### src/rtl/bullet_hit_scanner.sv
// bullet_hit_scanner
//  Once per frame, walks every bullet slot through the bullet table's collision
//  read index and tests each rendered bullet against the player hitbox. A hit
//  strobes the table's collide input for that slot and takes DAMAGE off HP.
// Ports
//  clk, rst_n        clock, asynchronous active-low reset
//  start             frame tick, begins a scan (sampled in IDLE only)
//  revive            reload HP and abort any scan
//  player_pos/size   player box, {x,y} / {w,h}
//  bullet_index      collision read index into the bullet table
//  bullet_pos/size   table entry at bullet_index, {x,y} / {w,h}
//  bullet_render     table render bit at bullet_index
//  is_collide        one-cycle clear strobe for slot bullet_index
//  hp, dead          current HP and hp==0 flag
//  hit_count         hits counted in the last completed scan
//  busy, done        scan in progress / one-cycle scan-complete pulse
module bullet_hit_scanner #(
  parameter int unsigned N_BULLETS = 3,
  parameter logic [7:0]  DAMAGE    = 8'd1,
  parameter logic [7:0]  HP_INIT   = 8'd20
) (
  input  logic        clk,
  input  logic        rst_n,
  input  logic        start,
  input  logic        revive,
  input  logic [15:0] player_pos,
  input  logic [15:0] player_size,
  output logic [2:0]  bullet_index,
  input  logic [15:0] bullet_pos,
  input  logic [15:0] bullet_size,
  input  logic        bullet_render,
  output logic        is_collide,
  output logic [7:0]  hp,
  output logic        dead,
  output logic [2:0]  hit_count,
  output logic        busy,
  output logic        done
);

  localparam logic [2:0] LAST_IDX = 3'(N_BULLETS - 1);
  localparam logic [2:0] CNT_MAX  = 3'd7;

  typedef enum logic [1:0] {IDLE, SCAN, HIT, DONE} state_t;

  state_t     state;
  logic [2:0] run_cnt;

  // Far edges in 9 bits so a box near 255 cannot wrap back onto the origin.
  logic [8:0] px_end, py_end, bx_end, by_end;
  logic       hit;

  assign px_end = 9'(player_pos[15:8]) + 9'(player_size[15:8]);
  assign py_end = 9'(player_pos[7:0])  + 9'(player_size[7:0]);
  assign bx_end = 9'(bullet_pos[15:8]) + 9'(bullet_size[15:8]);
  assign by_end = 9'(bullet_pos[7:0])  + 9'(bullet_size[7:0]);

  // Strict compares: boxes that merely share an edge do not overlap.
  assign hit = bullet_render
             & (9'(bullet_pos[15:8]) < px_end) & (9'(player_pos[15:8]) < bx_end)
             & (9'(bullet_pos[7:0])  < py_end) & (9'(player_pos[7:0])  < by_end);

  // Scan FSM with all outputs registered.
  always_ff @(posedge clk or negedge rst_n) begin
    if (!rst_n) begin
      state        <= IDLE;
      bullet_index <= 3'd0;
      is_collide   <= 1'b0;
      hp           <= HP_INIT;
      dead         <= 1'b0;
      hit_count    <= 3'd0;
      busy         <= 1'b0;
      done         <= 1'b0;
      run_cnt      <= 3'd0;
    end else if (revive) begin
      // Abort wins over everything; hit_count keeps the last completed scan.
      state        <= IDLE;
      bullet_index <= 3'd0;
      is_collide   <= 1'b0;
      hp           <= HP_INIT;
      dead         <= 1'b0;
      busy         <= 1'b0;
      done         <= 1'b0;
      run_cnt      <= 3'd0;
    end else begin
      is_collide <= 1'b0;
      done       <= 1'b0;
      case (state)
        IDLE: begin
          if (start && !dead) begin
            state        <= SCAN;
            busy         <= 1'b1;
            bullet_index <= 3'd0;
            run_cnt      <= 3'd0;
          end
        end
        SCAN: begin
          if (hit) begin
            // Index is held so the strobe lands on the slot that hit.
            state      <= HIT;
            is_collide <= 1'b1;
          end else if (bullet_index == LAST_IDX) begin
            state <= DONE;
            done  <= 1'b1;
          end else begin
            bullet_index <= bullet_index + 3'd1;
          end
        end
        HIT: begin
          hp   <= (hp > DAMAGE) ? (hp - DAMAGE) : 8'd0;
          dead <= (hp <= DAMAGE);
          if (run_cnt != CNT_MAX) run_cnt <= run_cnt + 3'd1;
          if (bullet_index == LAST_IDX) begin
            state <= DONE;
            done  <= 1'b1;
          end else begin
            state        <= SCAN;
            bullet_index <= bullet_index + 3'd1;
          end
        end
        DONE: begin
          hit_count <= run_cnt;
          state     <= IDLE;
          busy      <= 1'b0;
        end
        default: begin
          state <= IDLE;
          busy  <= 1'b0;
        end
      endcase
    end
  end

endmodule
### config.mk
export PLATFORM = sky130hd
export DESIGN_NAME = bullet_hit_scanner
export DESIGN_NICKNAME = d
export VERILOG_FILES = /design/src/rtl/bullet_hit_scanner.sv
export SDC_FILE = /design/constraint.sdc
export NUM_CORES = 1
export LEC_CHECK = 0
export BUFFER_PORTS_ARGS = -buffer_cell sky130_fd_sc_hd__buf_2
export CORE_MARGIN = 1
export CORE_UTILIZATION = 55
export DETAILED_ROUTE_END_ITERATION = 7
export PLACE_DENSITY = 0.84
export SYNTH_ARGS = -nofsm -noshare
export SYNTH_HDL_FRONTEND = slang
export SYNTH_SLANG_ARGS = --single-unit
### constraint.sdc
create_clock -name clk -period 5.67 [get_ports clk]
set_input_delay 1.134 -clock clk [delete_from_list [all_inputs] [get_ports clk]]
set_output_delay 1.134 -clock clk [all_outputs]
set_load 0.05 [all_outputs]
# After elaboration in Yosys (flattened, before gate mapping)
# Cells that the tools add are included.
dict set report op_classes {
  addsub 7
  magnitude_cmp 6
  eq_ne 9
  muxes 29
  bitwise_logic 5
  n_reduce_logical 12
}
# cell count
set ops {}
lappend ops {{adder 8 x 8 -> 9 bit} 4}
lappend ops {{< comparator 8 x 9 -> 1 bit} 4}
lappend ops {{two-way mux 8 bit} 3}
lappend ops {{two-way mux 3 bit} 6}
lappend ops {{!= test 3 bit, second input constant} 4}
lappend ops {{two-way mux 1 bit} 10}
lappend ops {{two-way mux 2 bit} 5}
lappend ops {{case mux 3 bit (3 select lines)} 1}
lappend ops {{greater-than comparator 8 x 1 -> 1 bit, second input constant} 1}
lappend ops {{less-or-equal comparator 8 x 1 -> 1 bit, second input constant} 1}
lappend ops {{case mux 2 bit (4 select lines)} 1}
lappend ops {{subtractor 8 x 1 -> 8 bit, second input constant} 1}
lappend ops {{adder 3 x 1 -> 3 bit, second input constant} 2}
lappend ops {{case mux 3 bit (2 select lines)} 1}
lappend ops {{AND reduction 2 bit} 3}
lappend ops {{AND reduction 3 bit} 2}
lappend ops {{nonzero test 3 bit} 2}
lappend ops {{AND 1 bit} 4}
lappend ops {{== test 2 bit, second input constant} 2}
lappend ops {{!= test 4 bit, second input constant} 1}
lappend ops {{case mux 1 bit (2 select lines)} 2}
lappend ops {{nonzero test 4 bit} 1}
lappend ops {{== test 3 x 2 -> 1 bit, second input constant} 1}
lappend ops {{== test 2 x 1 -> 1 bit, second input constant} 1}
lappend ops {{5 further kinds} 5}
dict set report totals {
  reg_bits 23
  input_bits 69
  output_inout_bits 18
  elab_cells 77
}

# Logic depth before layout (Yosys ltp)
dict set report depth {
  depth_word 9
  mapped_depth 16
  mapped_depth_nobuf 16
}

# Worst setup path after synthesis
# Ideal clock, no wire load.
dict set report synth_timing {
  kind {input-to-reg}
  start {input player_pos[0]}
  end {register bullet_index[0]}
  setup_ns 0.125
  t_arrival_ns 4.193
  required_ns 5.545
  slack_ns 1.352
  cell_stages 14
  path_buffers 0
  path_cell_list {ha_1 fa_1 a211oi_1 o21bai_1 a21oi_1 xor2_1 ha_1 nand3_1 o211ai_1 a21oi_1 a211oi_2 or4_4 o21ba_1 mux2_4}
}
dict set report synth_via {
  elab_chain_len 6
  elab_cells_between_ends 7
  cone_classes {add/sub: 1; order compare: 2; eq/ne: 1; bitwise: 2; reduce/logical: 1}
}
# item line
set synth_rtl {}
lappend synth_rtl {{start: declaration} 26} ;# input logic [15:0] player_pos,
lappend synth_rtl {{adder 8 x 8 -> 9 bit} 53} ;# assign py_end = 9'(player_pos[7:0]) + 9'(player_size[7:0]);
lappend synth_rtl {{< comparator 8 x 9 -> 1 bit} 60} ;# & (9'(bullet_pos[7:0]) < py_end) & (9'(player_pos[7:0]) < by_end);
lappend synth_rtl {{AND 1 bit} 60}
lappend synth_rtl {{AND 1 bit *} 60}
lappend synth_rtl {{!= test 3 bit (no source line) *} -}
lappend synth_rtl {{AND reduction 3 bit (no source line) *} -}
lappend synth_rtl {{end signal: assignment} 105} ;# bullet_index <= bullet_index + 3'd1;
lappend synth_rtl {{end signal: assignment} 117} ;# bullet_index <= bullet_index + 3'd1;
lappend synth_rtl {{end: declaration} 28} ;# output logic [2:0] bullet_index,
# Mark *: on every way between the ends. The rest lies on a longest branch, timed or not.
# A chain may end at the register's enable or synchronous reset.

# Worst setup path in the final report
dict set report layout_timing {
  start {input player_pos[0]}
  end {register bullet_index[1]}
}
# The elaborated chain is that of the path after synthesis.

==> out/results.ini <==
[sta]
finalCritPeriodShare=0.782
post-route-min-period_ns=4.43
fmax_mhz=226
rsz0062_at_grt=no
finalHoldViolCount=0
finClkSkew_ns=0.00670
maxSlewHeadroom=0.577
max_slew.worst_pin.slew_ns=0.629
timing.hold.ws_ns=0.508
final-setup-viol-count=0
setup_tns_ns=0
drv_slew=0

[cells_and_area]
diodes=0
syn_to_final_growth_pct=17.8
fin_cells=512
fin_nets=585
drive_gt1_frac=0.239

[synthesis]
synth_enable_flop_cells=0
synth_area_per_cell_sq_um=8.82
yosys_most_used_dff=dfrtp_1
yosys.area.top_type_share=0.285
yosys.area.top_type=ha_1
synth.distinct_cells=55
yosys-top-cells-count=ha_1, nor2_1, a21oi_1, o21ai_0, inv_1
synth.most_common_cell=ha_1
syn_nets=497
async_flop_share=1.00
syn-cell-area_sq_mm=0.00311
yosys_register_bits=23
yosys_warnings=0
synth_area_leaders=ha_1, dfrtp_1, a21oi_1
synthCells=353
yosysSeqAreaShare=0.186

[route]
wl_um=6780
dr_total_vias=2921
drc_errors=0
drtIter0Drc=97
met1_length_um=3020
vias_per_cell=5.71
wl_per_cell_um=13.2
wl_met2_um=3350
postRouteAntennaNets=0
topRoutingLayerUsed=met4
wl_met3_um=349
drt_pass1_iterations=4

[grt]
grt_pass1_wl_um=11800
grt_usage=0.237
grt-ovfl-total=0
grt_max_degree=24
grt_pass1_vias=2831
antenna_found_initial=0

[setup_path]
arrival_ns=4.59
worstPathMaxFanout=3
crit_type=primary input to flip-flop
max_stage_delay_ns=0.55
end_kind=flip-flop
cp.required_ns=5.83
worst_setup_path_start_kind=primary input
cp_cell_sequence=buf_2 -> ha_1 -> fa_1 -> a211oi_1 -> o21bai_1 -> a21oi_1 -> xor2_1 -> ha_1 -> nand3_1 -> o211ai_1 -> a21oi_1 -> a211oi_2 -> or4_4 -> o21ba_1 -> mux2_4
cpMaxStageDelayCell=or4_4

[cts]
htreeDepth=1
cts_setup_buffers=0
post_cts_resized=0
clockRootBuffer=clkbuf_8
ctsHoldBuffers=0
cts-buffers-inserted=3
clk_latency_ns=0.27
clk_path_buf_depth=2
cts_tree=yes
clk_pin_slew_ns=0.08
cts_sinks=23

[floorplanning]
initial_core_util=0.569
core_sq_mm=0.00547
rows=27
top_level_ports=87
fp.dieW_um=77.2
dieArea_sq_mm=0.00597
fp.dieH_um=77.2

[placement]
portBuffers=86
dpl.hpwl_um=5750
dpl.cell_count=508
place.gp.congestion=0.908

[pwr]
finalPower_uw=842
power.density_mw_per_mm2=230
p_leak_nw=1.89
ir_drop_mv=0.105

[status]
status=finished clean

[hold_path]
hp-class=flip-flop to flip-flop

[run]
max-cap-violations=0

per-stage QoR:
| step | setup WS, ns | util | area [sq um] |
|---|---|---|---|
| after floorplan | 1.35 | - | 3110 |
| after global placement | 1.11 | 0.662 | 3620 |
| after detailed placement | 0.965 | 0.662 | 3620 |
| after CTS | 1.25 | 0.670 | 3670 |
| after global routing | 1.04 | 0.670 | 3670 |
| final | 1.24 | 0.670 | 3670 |
power by group:
| group | leakage, nW | switching, mW | internal [mW] |
|---|---|---|---|
| combinational | 1.56 | 0.305 | 0.213 |
| clock | 0.0228 | 0.0536 | 0.0503 |
| sequential | 0.309 | 0.0307 | 0.190 |
| total | 1.89 | 0.389 | 0.453 |
state kept, by name, summed over array words and instances (netlist names):
signal        flops
busy              1
bullet_index      3
hp                8
done              1
state             2
hit_count         3
dead              1
run_cnt           3
is_collide        1
per-layer routing:
metal  vias to the layer above  GRT usage
li1                       1477          -
met1                      1353      0.299
met2                        82      0.437
met3                         9     0.0262
met4                         0     0.0358
met5                         -          0
path summary, 6_finish.rpt:
path                               start         endpoint  slack, ns  cells after the start
setup / recovery           player_pos[0]  bullet_index[1]       1.24                     15
hold / removal              hit_count[1]     hit_count[1]       0.51                      1
setup reg to reg                state[0]            hp[7]       3.61                      8
hold reg to reg             hit_count[1]     hit_count[1]       0.51                      1
max in group asynchronous          rst_n            hp[2]       4.48                      1
min in group asynchronous          rst_n     hit_count[0]       0.82                      1
cell type report:
cell class	count	area [sq um]
Fill cell	453	1800
Tap cell	72	90.1
Inverter	23	86.3
Multi-Input combinational cell	304	2440
Sequential cell	23	578
Clock buffer	4	45.0
Timing Repair Buffer	86	430
layout by cell type (no fill, tap or decap), types with 5 or more instances in the layout:
cell,Yosys,layout
a211oi_1,6,6
a21o_1,11,11
a21oi_1,29,29
buf_2,0,86
dfrtp_1,21,21
ha_1,71,71
inv_1,23,23
nand2_1,15,15
nand2b_1,10,10
nor2_1,33,33
nor3_1,7,7
o21ai_0,26,26
o21bai_1,5,5
xnor2_1,14,14
xor2_1,11,11
cell families after synthesis:
kind of cell	after synthesis	synth area share
AOI/OAI and AO/OA	104	0.219
xor gates and xnor gates	25	0.0703
adders and majority gates	75	0.311
buffers and inverters	26	0.0313
DFF	23	0.186
muxes	6	0.0237
and+or+nand+nor	94	0.159
critical path: cells and delay by family:
| family | cells | cell delay [ns] |
|---|---|---|
| compound gates | 7 | 1.31 |
| fa+ha+maj | 3 | 0.89 |
| simple gates | 2 | 0.67 |
| mux | 1 | 0.31 |
| xor+xnor | 1 | 0.17 |
| buf+inv | 1 | 0.11 |
Power figures use the tool's default switching activity.
